$ cat config.mk
export PLATFORM = sky130hd
export DESIGN_NAME = move_ctrl
export DESIGN_NICKNAME = d
export VERILOG_FILES = /design/src/rtl/move_pkg.sv /design/src/rtl/move_tick.sv /design/src/rtl/move_ctrl.sv
export SDC_FILE = /design/constraint.sdc
export NUM_CORES = 1
export LEC_CHECK = 0
export BUFFER_PORTS_ARGS = -buffer_cell sky130_fd_sc_hd__buf_2
export CAP_MARGIN = 20
export CORE_MARGIN = 1.5
export CORE_UTILIZATION = 55
export CTS_CLUSTER_DIAMETER = 60
export DETAILED_ROUTE_END_ITERATION = 10
export HOLD_SLACK_MARGIN = 0.06
export PLACE_DENSITY = 0.83
export SLEW_MARGIN = 40
export SYNTH_ARGS = -nofsm -noshare
export SYNTH_HDL_FRONTEND = slang
export SYNTH_SLANG_ARGS = --single-unit
export TNS_END_PERCENT = 30
$ cat constraint.sdc
create_clock -name clk -period 5.2 [get_ports clk]
set_clock_uncertainty 0.1 [all_clocks]
set_input_delay 0.78 -clock clk [delete_from_list [all_inputs] [get_ports clk]]
set_output_delay 0.78 -clock clk [all_outputs]
set_load 0.005 [all_outputs]
$ cat src/rtl/move_pkg.sv
// move_pkg: shared heading encoding, board geometry and FSM states for move_ctrl
package move_pkg;
    typedef enum logic [1:0] {DIR_L = 2'd0, DIR_R = 2'd1, DIR_U = 2'd2, DIR_D = 2'd3} dir_t;
    typedef enum logic [2:0] {S_IDLE, S_WAIT, S_QUERY, S_DECIDE, S_STEP} state_t;
    localparam int unsigned X0   = 150;
    localparam int unsigned Y0   = 34;
    localparam int unsigned TILE = 60;
    localparam int unsigned COLS = 8;
    localparam int unsigned ROWS = 8;
    // idx*60 as (idx<<6)-(idx<<2), keeping multipliers off the position path
    function automatic logic [9:0] tile_base(input logic [2:0] idx);
        return (10'(idx) << 6) - (10'(idx) << 2);
    endfunction
endpackage

$ cat src/rtl/move_tick.sv
// move_tick: step tick generator, counts 0..STEP_DIV-1 while en is high and pulses tick on the last count
//   clk   in  clock
//   rst_n in  asynchronous active-low reset
//   en    in  count enable; the counter holds while low
//   tick  out one-cycle pulse at count STEP_DIV-1
module move_tick #(
    parameter int unsigned STEP_DIV = 833333
) (
    input  logic clk,
    input  logic rst_n,
    input  logic en,
    output logic tick
);
    localparam int unsigned W = $clog2(STEP_DIV);
    logic [W-1:0] cnt_q, cnt_d;
    assign tick = en && cnt_q == W'(STEP_DIV - 1);
    always_comb cnt_d = !en ? cnt_q : tick ? '0 : cnt_q + W'(1);
    always_ff @(posedge clk or negedge rst_n)
        if (!rst_n) cnt_q <= '0;
        else        cnt_q <= cnt_d;
endmodule

$ cat src/rtl/move_ctrl.sv
// move_ctrl: tile-board sprite mover, steps one pixel per tick and turns only where the legal-move lookup allows
//   clk, rst_n                  clock, asynchronous active-low reset
//   game_en                     run enable; low freezes motion and the tick counter
//   btn_l/r/u/d                 level-high direction requests (priority L>R>U>D)
//   q_x, q_y                    query position sent to the legal-move lookup
//   leg_l/r/u/d                 lookup result, valid the cycle after the query
//   xpos, ypos                  sprite top-left pixel position
//   dir                         heading 0=L 1=R 2=U 3=D
//   moving                      high while the sprite advances
// Build option: MOVE_CTRL_REVERSE_EN lets an opposite request reverse mid-tile without a lookup.
module move_ctrl #(
    parameter int unsigned STEP_DIV  = 833333,
    parameter int unsigned START_COL = 3,
    parameter int unsigned START_ROW = 6
) (
    input  logic       clk,
    input  logic       rst_n,
    input  logic       game_en,
    input  logic       btn_l,
    input  logic       btn_r,
    input  logic       btn_u,
    input  logic       btn_d,
    output logic [9:0] q_x,
    output logic [9:0] q_y,
    input  logic       leg_l,
    input  logic       leg_r,
    input  logic       leg_u,
    input  logic       leg_d,
    output logic [9:0] xpos,
    output logic [9:0] ypos,
    output logic [1:0] dir,
    output logic       moving
);
    import move_pkg::*;
    localparam logic [5:0] OFF_MAX = 6'(TILE - 1);
    localparam logic [9:0] X_RST   = 10'(X0 + START_COL * TILE);
    localparam logic [9:0] Y_RST   = 10'(Y0 + START_ROW * TILE);
    state_t     state_q, state_d;
    logic [2:0] col_q, col_d, row_q, row_d;
    logic [5:0] x_off_q, x_off_d, y_off_q, y_off_d;
    dir_t       dir_q, dir_d, pend_q, pend_d;
    logic       mov_q, mov_d;
    logic [9:0] qx_q, qx_d, qy_q, qy_d;
    logic       tick, aligned;
    logic [3:0] leg;

    move_tick #(.STEP_DIV(STEP_DIV)) u_tick (.clk(clk), .rst_n(rst_n), .en(game_en), .tick(tick));

    assign aligned = x_off_q == '0 && y_off_q == '0;
    assign leg     = {leg_d, leg_u, leg_r, leg_l};
    assign xpos    = 10'(X0) + tile_base(col_q) + 10'(x_off_q);
    assign ypos    = 10'(Y0) + tile_base(row_q) + 10'(y_off_q);
    assign q_x     = qx_q;
    assign q_y     = qy_q;
    assign dir     = dir_q;
    assign moving  = mov_q;

    always_comb begin
        state_d = state_q;
        col_d   = col_q;
        row_d   = row_q;
        x_off_d = x_off_q;
        y_off_d = y_off_q;
        dir_d   = dir_q;
        mov_d   = mov_q;
        pend_d  = btn_l ? DIR_L : btn_r ? DIR_R : btn_u ? DIR_U : btn_d ? DIR_D : pend_q;
        if (!game_en) state_d = S_IDLE;
        else begin
            case (state_q)
                S_IDLE:   state_d = S_WAIT;
                S_WAIT:   if (tick) state_d = aligned ? S_QUERY : S_STEP;
                S_QUERY:  state_d = S_DECIDE;
                S_DECIDE: begin
                    state_d = S_STEP;
                    dir_d   = leg[pend_q] ? pend_q : dir_q;
                    mov_d   = leg[pend_q] | leg[dir_q];
                end
                S_STEP: begin
                    state_d = S_WAIT;
`ifdef MOVE_CTRL_REVERSE_EN
                    if (!aligned && pend_q == dir_t'(dir_q ^ 2'd1)) dir_d = pend_q;
`endif
                    // offsets wrap across the tile edge, carrying into col/row
                    if (mov_q) begin
                        x_off_d = dir_d == DIR_R ? (x_off_q == OFF_MAX ? '0 : x_off_q + 6'd1)
                                : dir_d == DIR_L ? (x_off_q == '0 ? OFF_MAX : x_off_q - 6'd1) : x_off_q;
                        col_d   = dir_d == DIR_R && x_off_q == OFF_MAX ? col_q + 3'd1
                                : dir_d == DIR_L && x_off_q == '0 ? col_q - 3'd1 : col_q;
                        y_off_d = dir_d == DIR_D ? (y_off_q == OFF_MAX ? '0 : y_off_q + 6'd1)
                                : dir_d == DIR_U ? (y_off_q == '0 ? OFF_MAX : y_off_q - 6'd1) : y_off_q;
                        row_d   = dir_d == DIR_D && y_off_q == OFF_MAX ? row_q + 3'd1
                                : dir_d == DIR_U && y_off_q == '0 ? row_q - 3'd1 : row_q;
                    end
                end
                default:  state_d = S_IDLE;
            endcase
        end
        // position is stable from QUERY entry until STEP, so loading here keeps q equal to xpos/ypos in QUERY
        qx_d = state_d == S_QUERY ? xpos : qx_q;
        qy_d = state_d == S_QUERY ? ypos : qy_q;
    end

    always_ff @(posedge clk or negedge rst_n)
        if (!rst_n) begin
            state_q <= S_IDLE;
            col_q   <= 3'(START_COL);
            row_q   <= 3'(START_ROW);
            x_off_q <= '0;
            y_off_q <= '0;
            dir_q   <= DIR_L;
            pend_q  <= DIR_L;
            mov_q   <= 1'b0;
            qx_q    <= X_RST;
            qy_q    <= Y_RST;
        end else begin
            state_q <= state_d;
            col_q   <= col_d;
            row_q   <= row_d;
            x_off_q <= x_off_d;
            y_off_q <= y_off_d;
            dir_q   <= dir_d;
            pend_q  <= pend_d;
            mov_q   <= mov_d;
            qx_q    <= qx_d;
            qy_q    <= qy_d;
        end
endmodule

Word level (Yosys, flattened, before mapping)
Index checks and enable logic that the tools add are counted.

Add/sub/neg operators: 15. Magnitude comparators: 2. Equality and inequality tests: 11. Multiplexer cells: 25. Bitwise operators: 1. Reduce and logical (&&, ||, !) cells: 22.

Operator list (number): 6-bit 2-to-1 mux (8); 3-bit 2-to-1 mux (7); 10-bit by 6-bit adder with 10-bit output (2); 20-bit by 1-bit adder with 20-bit output (second input constant) (1); 20-bit equality test (second input constant) (1); 20-bit 2-to-1 mux (1); 9-bit by 5-bit subtractor with 10-bit output (2); 4-bit AND reduction (4); 6-bit by 1-bit adder with 6-bit output (second input constant) (2); 6-bit equality test (second input constant) (2); 6-bit logical NOT (2); 3-bit one-hot mux with 4 select lines (1); 6-bit by 1-bit subtractor with 6-bit output (second input constant) (2); 6-bit by 10-bit adder with 10-bit output (first input constant) (1); 8-bit by 10-bit adder with 10-bit output (first input constant) (1); 3-bit by 2-bit equality test with 1-bit output (second input constant) (3); 2-bit 2-to-1 mux (4); 2-bit nonzero test (4); 3-bit by 1-bit adder with 3-bit output (second input constant) (2); 1-bit logical AND (6); 2-bit by 3-bit less-than comparator with 1-bit output (second input constant) (2); 3-bit by 1-bit subtractor with 3-bit output (second input constant) (2); 1-bit binary-select mux with 2-bit select (2); 2-bit equality test (second input constant) (2); other kinds (11) (12).

Register bits after elaboration: 66. Input port bits: 11. Output and inout bits: 43.

Depth between registers and ports, before layout
Gate-level depths: netlist of the first run.

Depth in word-level cells: 7. Depth in mapped cells: 10. Gate-level depth less buffers: 9.

Hierarchy
Synthesis of the first run repeated with hierarchy kept, for this count alone.

Cells, all modules: 435. Area total of the unflattened synthesis: 4351.7 µm².

By module, submodules not included: move_ctrl (times used 1, cells an instance 328, area an instance 3289.4 µm², sequential area each 1166.1 µm²); move_tick (times used 1, cells an instance 107, area an instance 1062.3 µm², sequential area each 500.5 µm²).

Worst setup path after synthesis of the first run
OpenSTA, ideal clock, no wires.

Path type: reg2out. Start point: register row_q[1]. End point: output port ypos[9]. Arrival time: 2067 ps. Data required time: 4320 ps. Path slack: 2253 ps. Cell stages (with the launch flop): 8. Path buffers: 0. Cells stage by stage: dfstp_2 > inv_1 > ha_1 > ha_1 > nor2b_1 > o31a_1 > o41ai_1 > a211oi_1.

Longest elaborated chain between the ends: 3.

RTL lines: start, declared (RTL line move_ctrl.sv:39) `logic [2:0] col_q, col_d, row_q, row_d;`; start signal, assigned (RTL line move_ctrl.sv:107) `row_q <= 3'(START_ROW);`; start signal, assigned (RTL line move_ctrl.sv:118) `row_q <= row_d;`; 9-bit by 5-bit subtractor with 10-bit output (RTL line move_pkg.sv:12) `return (10'(idx) << 6) - (10'(idx) << 2);`; 6-bit by 10-bit adder with 10-bit output (RTL line move_ctrl.sv:52) `assign ypos = 10'(Y0) + tile_base(row_q) + 10'(y_off_q);`; 10-bit by 6-bit adder with 10-bit output (RTL line move_ctrl.sv:52); end, declared (RTL line move_ctrl.sv:30) `output logic [9:0] ypos,`.

No other way between the ends.

Worst setup path in the final report of the first run
Same ends and word-level chain as after synthesis.

==> summary.txt, run 1 <==
Status
  • Status: completed

Worst setup path
  • CP Class: reg2out
  • Worst reg2reg path endpoint: q_y[9]$_DFFE_PN0N_
  • Critical Path End: ypos[9]
  • R2r setup slk: 2.40 ns
  • Crit path from: row_q[1]$_DFFE_PN1P_
  • WP data required: 4.32 ns
  • Crit end category: output pin
  • Worst Reg-to-Reg Cells: 8
  • Critical Path Source Type: flop
  • Crit path max fanout: 4
  • Critical Path AT: 2.77 ns
  • Worst r2r src: row_q[1]$_DFFE_PN1P_

Clock tree
  • Resized Gates After CTS: 0
  • Num CTS Buffers: 9
  • Clock transition at path regs: 0.07 ns
  • CTS tree: yes
  • Hold-fix buffers, CTS: 0
  • Buffer count from post-CTS setup fixing: 0
  • Max clock buf depth: 2
  • Worst-Skew Late Latency: 0.34 ns
  • # H-tree levels: 3
  • CTS root buf: clkbuf_8
  • Clock sink total: 66

Placement
  • Post-detail-place hpwl: 6410 µm
  • RD Place Congestion: 0.882
  • Placed instance area: 0.00453 mm²
  • Count of input and output buffers: 53

Timing
  • Max Freq: 274 MHz
  • Endpoints failing hold: 0
  • Number of setup violations in the final report: 0
  • Slew headroom: 0.551
  • Setup Total Neg Slack: 0 ns
  • RSZ-0062 raised after global routing: no
  • Tcrit/Tclk final: 0.702
  • Max Slew Vio Count: 0
  • Min Clock Period, post-route: 3.65 ns
  • Measured slew at the worst slew-check pin: 0.669 ns

Yosys
  • Seq/Total Area, Yosys: 0.394
  • Syn Nets: 488
  • Yosys warns: 0
  • Avg Inst Size Synth: 9.43 µm²
  • Flop and latch count out of synthesis: 66
  • Yosys cell types: 63
  • Number of synthesized flops with an enable pin: 0
  • Cells after Synth: 448
  • Top FF cell, synth: dfrtp_1
  • Mapped cell area: 0.00423 mm²
  • FFs w/ async S/R, synth: 1.00

Global route
  • Grt ovf: 0
  • Gr usage total: 0.227
  • Largest net degree at the start of global routing: 67
  • First-pass GRT wire length: 15300 µm
  • Initial antenna violation count: 0
  • Vias in the first global route: 3341

Layout
  • Fin nets: 534
  • Fill cells: 576
  • Area growth syn-to-layout: 12.5%
  • ANT cells: 0
  • Share of layout cells above drive strength 1: 0.214
  • Post-route cell area: 0.00475 mm²

Pwr
  • Leak pwr: 0.00219 µW
  • Power Density: 237 mW/mm²
  • Max VDD drop: 153 µV

Die
  • Die width: 90.7 µm
  • Total die area: 0.00822 mm²
  • Die H: 90.7 µm
  • Core box area: 0.00733 mm²
  • I/O pins: 54
  • # rows: 31
  • Initial core utilization: 0.576

Flow run
  • Max_cap viols: 0

Drt
  • Routed wire length per instance: 14.7 µm
  • Initial DRC count: 179
  • DR pass1 iterations: 5
  • Vias per cell: 5.82
  • Vias: 3481
  • Final ANT Viol Nets: 0
  • Routed wire length: 8810 µm
  • Residual DRC: 0

Hold path
  • Worst Hold Class: reg2reg
  • Min-delay src: q_x[0]$_DFFE_PN0N_
## synth_stat cells (2+ instances only)
cell | instances | share of area
a211oi_1 | 4 | 0.0071
a21oi_1 | 25 | 0.030
a2bb2oi_1 | 2 | 0.0041
a31oi_1 | 3 | 0.0044
and2_1 | 2 | 0.0030
and3_1 | 6 | 0.0089
buf_2 | 4 | 0.0047
buf_4 | 2 | 0.0036
clkbuf_1 | 12 | 0.011
dfrtp_1 | 54 | 0.32
dfstp_2 | 12 | 0.075
fa_1 | 2 | 0.0095
ha_1 | 27 | 0.080
inv_1 | 27 | 0.024
mux2_1 | 4 | 0.011
mux2_2 | 11 | 0.029
mux2_4 | 3 | 0.011
mux2i_1 | 3 | 0.0071
mux4_2 | 2 | 0.011
nand2_1 | 39 | 0.035
nand2b_1 | 8 | 0.012
nand3_1 | 13 | 0.015
nand3b_1 | 4 | 0.0071
nand4_1 | 9 | 0.013
nand4b_1 | 2 | 0.0041
nor2_1 | 42 | 0.037
nor2b_1 | 6 | 0.0089
nor3_1 | 13 | 0.015
nor4_1 | 6 | 0.0089
nor4_4 | 2 | 0.010
o21a_1 | 5 | 0.0089
o21ai_0 | 26 | 0.031
o22ai_1 | 5 | 0.0074
o31a_1 | 3 | 0.0062
or3b_2 | 2 | 0.0041
or4_1 | 2 | 0.0036
xnor2_1 | 20 | 0.041
xor2_1 | 11 | 0.023
## worst min-delay path by stage
stage | slack (ns) | cells after the start | endpoint
5_1_grt | 0.41 | 2 | q_y[0]$_DFFE_PN0N_
6_report | 0.38 | 2 | q_x[0]$_DFFE_PN0N_
4_1_cts | 0.39 | 2 | q_x[0]$_DFFE_PN0N_
3_3_place_gp | 0.36 | 2 | q_y[0]$_DFFE_PN0N_
3_5_place_dp | 0.37 | 2 | q_x[0]$_DFFE_PN0N_
2_1_floorplan | 0.36 | 1 | u_tick.cnt_q[19]$_DFFE_PN0P_
## cell usage in the layout, fill, tap and decap left out, drive strengths merged, types with 18 or more instances in the layout
cell type	Yosys	layout
mux2	18	18
inv	27	27
dfrtp	54	54
nand2	39	39
a21oi	25	25
buf	7	54
ha	27	27
o21ai	26	26
nor2	42	42
xnor2	20	20
## state kept, by name (all words and copies together) (netlist names), 3 cells and up
register and count:
q_y 10, row_q 3, x_off_q 6, y_off_q 6, u_tick.cnt_q 20, state_q 3, col_q 3, q_x 10
## worst max-delay path, cell delays in order, from the launching register on
cell and delay [ns]:
dfstp_2 0.57, inv_1 0.10, ha_1 0.32, ha_1 0.34, nor2b_1 0.16, o31a_1 0.29
o41ai_1 0.38, a211oi_1 0.12, buf_2 0.15
## per-layer routing
layer	GRT usage	up-vias	wire length, µm
li1	-	1680	-
met2	0.374	99	4240
met5	0	-	0
met4	0.0873	0	146
met1	0.294	1687	3990
met3	0.0446	15	435
## logic make-up after synthesis
family | count (synthesis) | synth area share
AOI/OAI and AO/OA | 87 | 0.126
xor gates and xnor gates | 31 | 0.0643
adders and majority gates | 29 | 0.0894
buffers and inverters | 46 | 0.0456
DFF | 66 | 0.394
muxes | 23 | 0.0684
and+or+nand+nor | 166 | 0.211
## layout make-up
type / instances / area [µm²] / share of cell area
multi-input combinational: 336 / 2370 / 0.498
timing repair buffer: 54 / 277 / 0.0582
inverter: 27 / 101 / 0.0213
clock buffer: 9 / 124 / 0.0261
sequential: 66 / 1670 / 0.351
clock inverter: 7 / 93.8 / 0.0197
tap: 99 / 124 / 0.0261
## per-stage QoR
| step | setup slack (ns) | utilization | hold WS, ns | std cells | total power (µW) |
|---|---|---|---|---|---|
| detailed placement | 1.96 | 0.618 | 0.372 | 582 | 668 |
| global route | 1.42 | 0.648 | 0.406 | 598 | 1180 |
| finish | 1.55 | 0.648 | 0.384 | 598 | 1130 |
| floorplan | 2.25 | - | 0.358 | 448 | 633 |
| global placement | 2.06 | 0.618 | 0.359 | 582 | 662 |
| CTS | 1.58 | 0.648 | 0.387 | 598 | 1140 |
## power breakdown
group          total, µW  switching, µW  internal [µW]
combinational       88.5           50.1           38.4
sequential           571           31.4            540
clock                467            198            269
total               1130            280            847
Note: power is estimated with default switching activity, not from simulation.
==> run 2, diff against run 1 <==
--- a/config.mk
+++ b/config.mk
@@ -5,6 +5,7 @@
 export SDC_FILE = /design/constraint.sdc
 export NUM_CORES = 1
 export LEC_CHECK = 0
+export ABC_AREA = 1
 export BUFFER_PORTS_ARGS = -buffer_cell sky130_fd_sc_hd__buf_2
 export CAP_MARGIN = 20
 export CORE_MARGIN = 1.5
==> constraint.sdc (replaced) <==
create_clock -name clk -period 3.7 [get_ports clk]
set_clock_uncertainty 0.1 [all_clocks]
set_input_delay 0.555 -clock clk [delete_from_list [all_inputs] [get_ports clk]]
set_output_delay 0.555 -clock clk [all_outputs]
set_load 0.005 [all_outputs]
==> run 2 against run 1 <==
Total power rose by 53%. Utilization fell by 1.4 points. Global-route usage rose by 3.6 points. Sequential power rose by 45%. Synthesized cell count rose by 45%.
==> summary.txt, run 2 <==
Status
  • Status: completed

Layout
  • Commonest non-fill, non-tap cell in the layout: nand2_1
  • Area growth syn-to-layout: 11.1%
  • Commonest non-fill, non-tap cells in the layout: nand2_1 (177), inv_1 (85), nor2_1 (65), nand3_1 (59), dfrtp_1 (54)
  • Share of layout cells above drive strength 1: 0.169
  • Largest register FFs: 20
  • ANT cells: 0
  • Cell Count, Final, Fillers Out: 814
  • Top reg by flops: u_tick.cnt_q
  • Fin nets: 744

Clock tree
  • Buffer count from post-CTS setup fixing: 0
  • Max clock buf depth: 2
  • CTS root buf: clkbuf_8
  • Num CTS Buffers: 9
  • Hold-fix buffers, CTS: 0
  • CTS tree: yes
  • Worst-Skew Late Latency: 0.35 ns
  • Clock sink total: 66
  • # H-tree levels: 3
  • Resized Gates After CTS: 0
  • Clock transition at path regs: 0.07 ns

Placement
  • RD Place Congestion: 0.888
  • Count of input and output buffers: 53
  • DP Cell Count: 798
  • Post-detail-place hpwl: 8360 µm

Global route
  • Vias in the first global route: 4227
  • Grt ovf: 0
  • Gr usage total: 0.263
  • Initial antenna violation count: 0
  • First-pass GRT wire length: 18800 µm
  • Largest net degree at the start of global routing: 43

Hold path
  • Worst Hold Class: in2async

Worst setup path
  • WP data required: 3.04 ns
  • CP Class: reg2out
  • Critical Path AT: 2.56 ns
  • Kind of cell adding the most delay to the critical path: adder cells
  • Critical Path Source Type: flop
  • Crit-path slowest cell: dfstp_2
  • Crit path max fanout: 5
  • R2r setup slk: 1.21 ns
  • CP dominant cell by count: inv_1
  • Delay of the slowest critical-path stage: 0.57 ns
  • CP Cell Sequence: inv_1, ha_1, ha_1, inv_1, o21ai_0, nor2_1, or2_2, inv_1, buf_2
  • Crit end category: output pin
  • Buf/Inv on CP: 4

Die
  • Core box area: 0.00826 mm²
  • Die width: 95.6 µm
  • Total die area: 0.00913 mm²
  • Die H: 95.6 µm
  • Initial core utilization: 0.571
  • I/O pins: 54
  • # rows: 33

Timing
  • Tcrit/Tclk final: 0.870
  • RSZ-0062 raised after global routing: no
  • Setup Total Neg Slack: 0 ns
  • Max Freq: 311 MHz
  • Measured slew at the worst slew-check pin: 0.602 ns
  • Number of setup violations in the final report: 0
  • Endpoints failing hold: 0
  • Slew headroom: 0.598
  • Max Slew Vio Count: 0
  • Min Clock Period, post-route: 3.22 ns

Pwr
  • Total chip power: 1720 µW
  • Power Density: 329 mW/mm²
  • Max VDD drop: 169 µV
  • Leak pwr: 0.00274 µW

Yosys
  • Avg Inst Size Synth: 7.27 µm²
  • FFs w/ async S/R, synth: 1.00
  • Yosys warns: 0
  • Mapped cell area: 0.00471 mm²
  • Top FF cell, synth: dfrtp_1
  • Post-synth top area cell: dfrtp_1
  • Top area cells in the synthesized netlist: dfrtp_1 (29%), nand2_1 (14%), ha_1 (7.2%)
  • Top post-synthesis cells by count: nand2_1 (177), inv_1 (85), nor2_1 (65)
  • Most common cell in the netlist: nand2_1
  • Flop and latch count out of synthesis: 66
  • Cells after Synth: 648
  • Seq/Total Area, Yosys: 0.354
  • Syn Nets: 688
  • Yosys cell types: 44
  • Yosys top cell area share: 0.287
  • Number of synthesized flops with an enable pin: 0

Drt
  • Final ANT Viol Nets: 0
  • Residual DRC: 0
  • Routed wire length: 11300 µm
  • DR pass1 iterations: 5
  • Routed wire length per instance: 13.8 µm
  • Vias per cell: 5.52
  • Initial DRC count: 242
  • Vias: 4497

Flow run
  • Max_cap viols: 0
## run 2: cell count changes after synthesis, moves of 11 or more
cell / previous run / this run
inv_1: 27 / 85
nor2_1: 42 / 65
nand2_1: 39 / 177
clkbuf_1: 12 / 1
xnor2_1: 20 / 4
mux2_2: 11 / 0
nand3_1: 13 / 59
## run 2: power breakdown
| group | total (µW) | switching, µW | leakage (µW) | internal (µW) |
|---|---|---|---|---|
| Combinational | 264 | 172 | 0.00184 | 92.5 |
| Sequential | 827 | 60.8 | 0.000802 | 767 |
| Clock | 632 | 284 | 0.000101 | 349 |
| Total | 1720 | 516 | 0.00274 | 1210 |
## run 2: cells by family after synthesis
kind of cell | count (synthesis) | synth area share
AND/OR/NAND/NOR | 364 | 0.350
buffers and inverters | 98 | 0.0890
AO/OA/AOI/OAI | 76 | 0.0990
flip-flops | 66 | 0.354
adder cells (fa/ha/maj) | 29 | 0.0802
XOR/XNOR | 15 | 0.0279
## run 2: cell type report
cell class,count,area (µm²)
sequential,66,1670
clock buffer,14,163
inverter,88,332
fill,754,3020
timing repair buffer,55,280
tap,105,131
multi-input combinational,484,2630
clock inverter,2,35.0
## run 2: final timing paths
kind,startpoint,end,cells after the start
worst max-delay path,row_q[1]$_DFFE_PN1P_,ypos[4],9
worst min-delay path,rst_n,q_x[9]$_DFFE_PN0N_,1
worst max register to register,y_off_q[1]$_DFFE_PN0P_,q_x[3]$_DFFE_PN1N_,8
worst min register to register,q_x[8]$_DFFE_PN1N_,q_x[8]$_DFFE_PN1N_,2
max in group asynchronous,rst_n,row_q[2]$_DFFE_PN1P_,2
min in group clk,btn_l,pend_q[0]$_DFFE_PN0P_,2
## run 2: worst register-to-register path: stages, from the launching register on
cell and delay (ns):
dfrtp_1 0.51, inv_1 0.24, ha_1 0.21, nand4_1 0.24
nor2_2 0.22, nand3_4 0.41, clkinv_2 0.33, nand2_1 0.11
nand2_1 0.07
## run 2: per-stage QoR
stage	setup slack (ns)	area (µm²)	hold WS [ns]	util
after global placement	0.910	5040	0.355	0.610
after detailed placement	0.853	5040	0.358	0.610
after floorplan	1.08	4710	0.159	-
final	0.482	5230	0.105	0.634
after global routing	0.268	5230	0.142	0.634
after CTS	0.474	5230	0.119	0.634
## run 2: routing by layer
layer / vias up / global-route usage / part of all wire
li1: 2207 / - / -
met1: 2093 / 0.334 / 0.44
met2: 175 / 0.440 / 0.48
met3: 22 / 0.0447 / 0.056
met4: 0 / 0.109 / 0.021
met5: - / 0 / 0
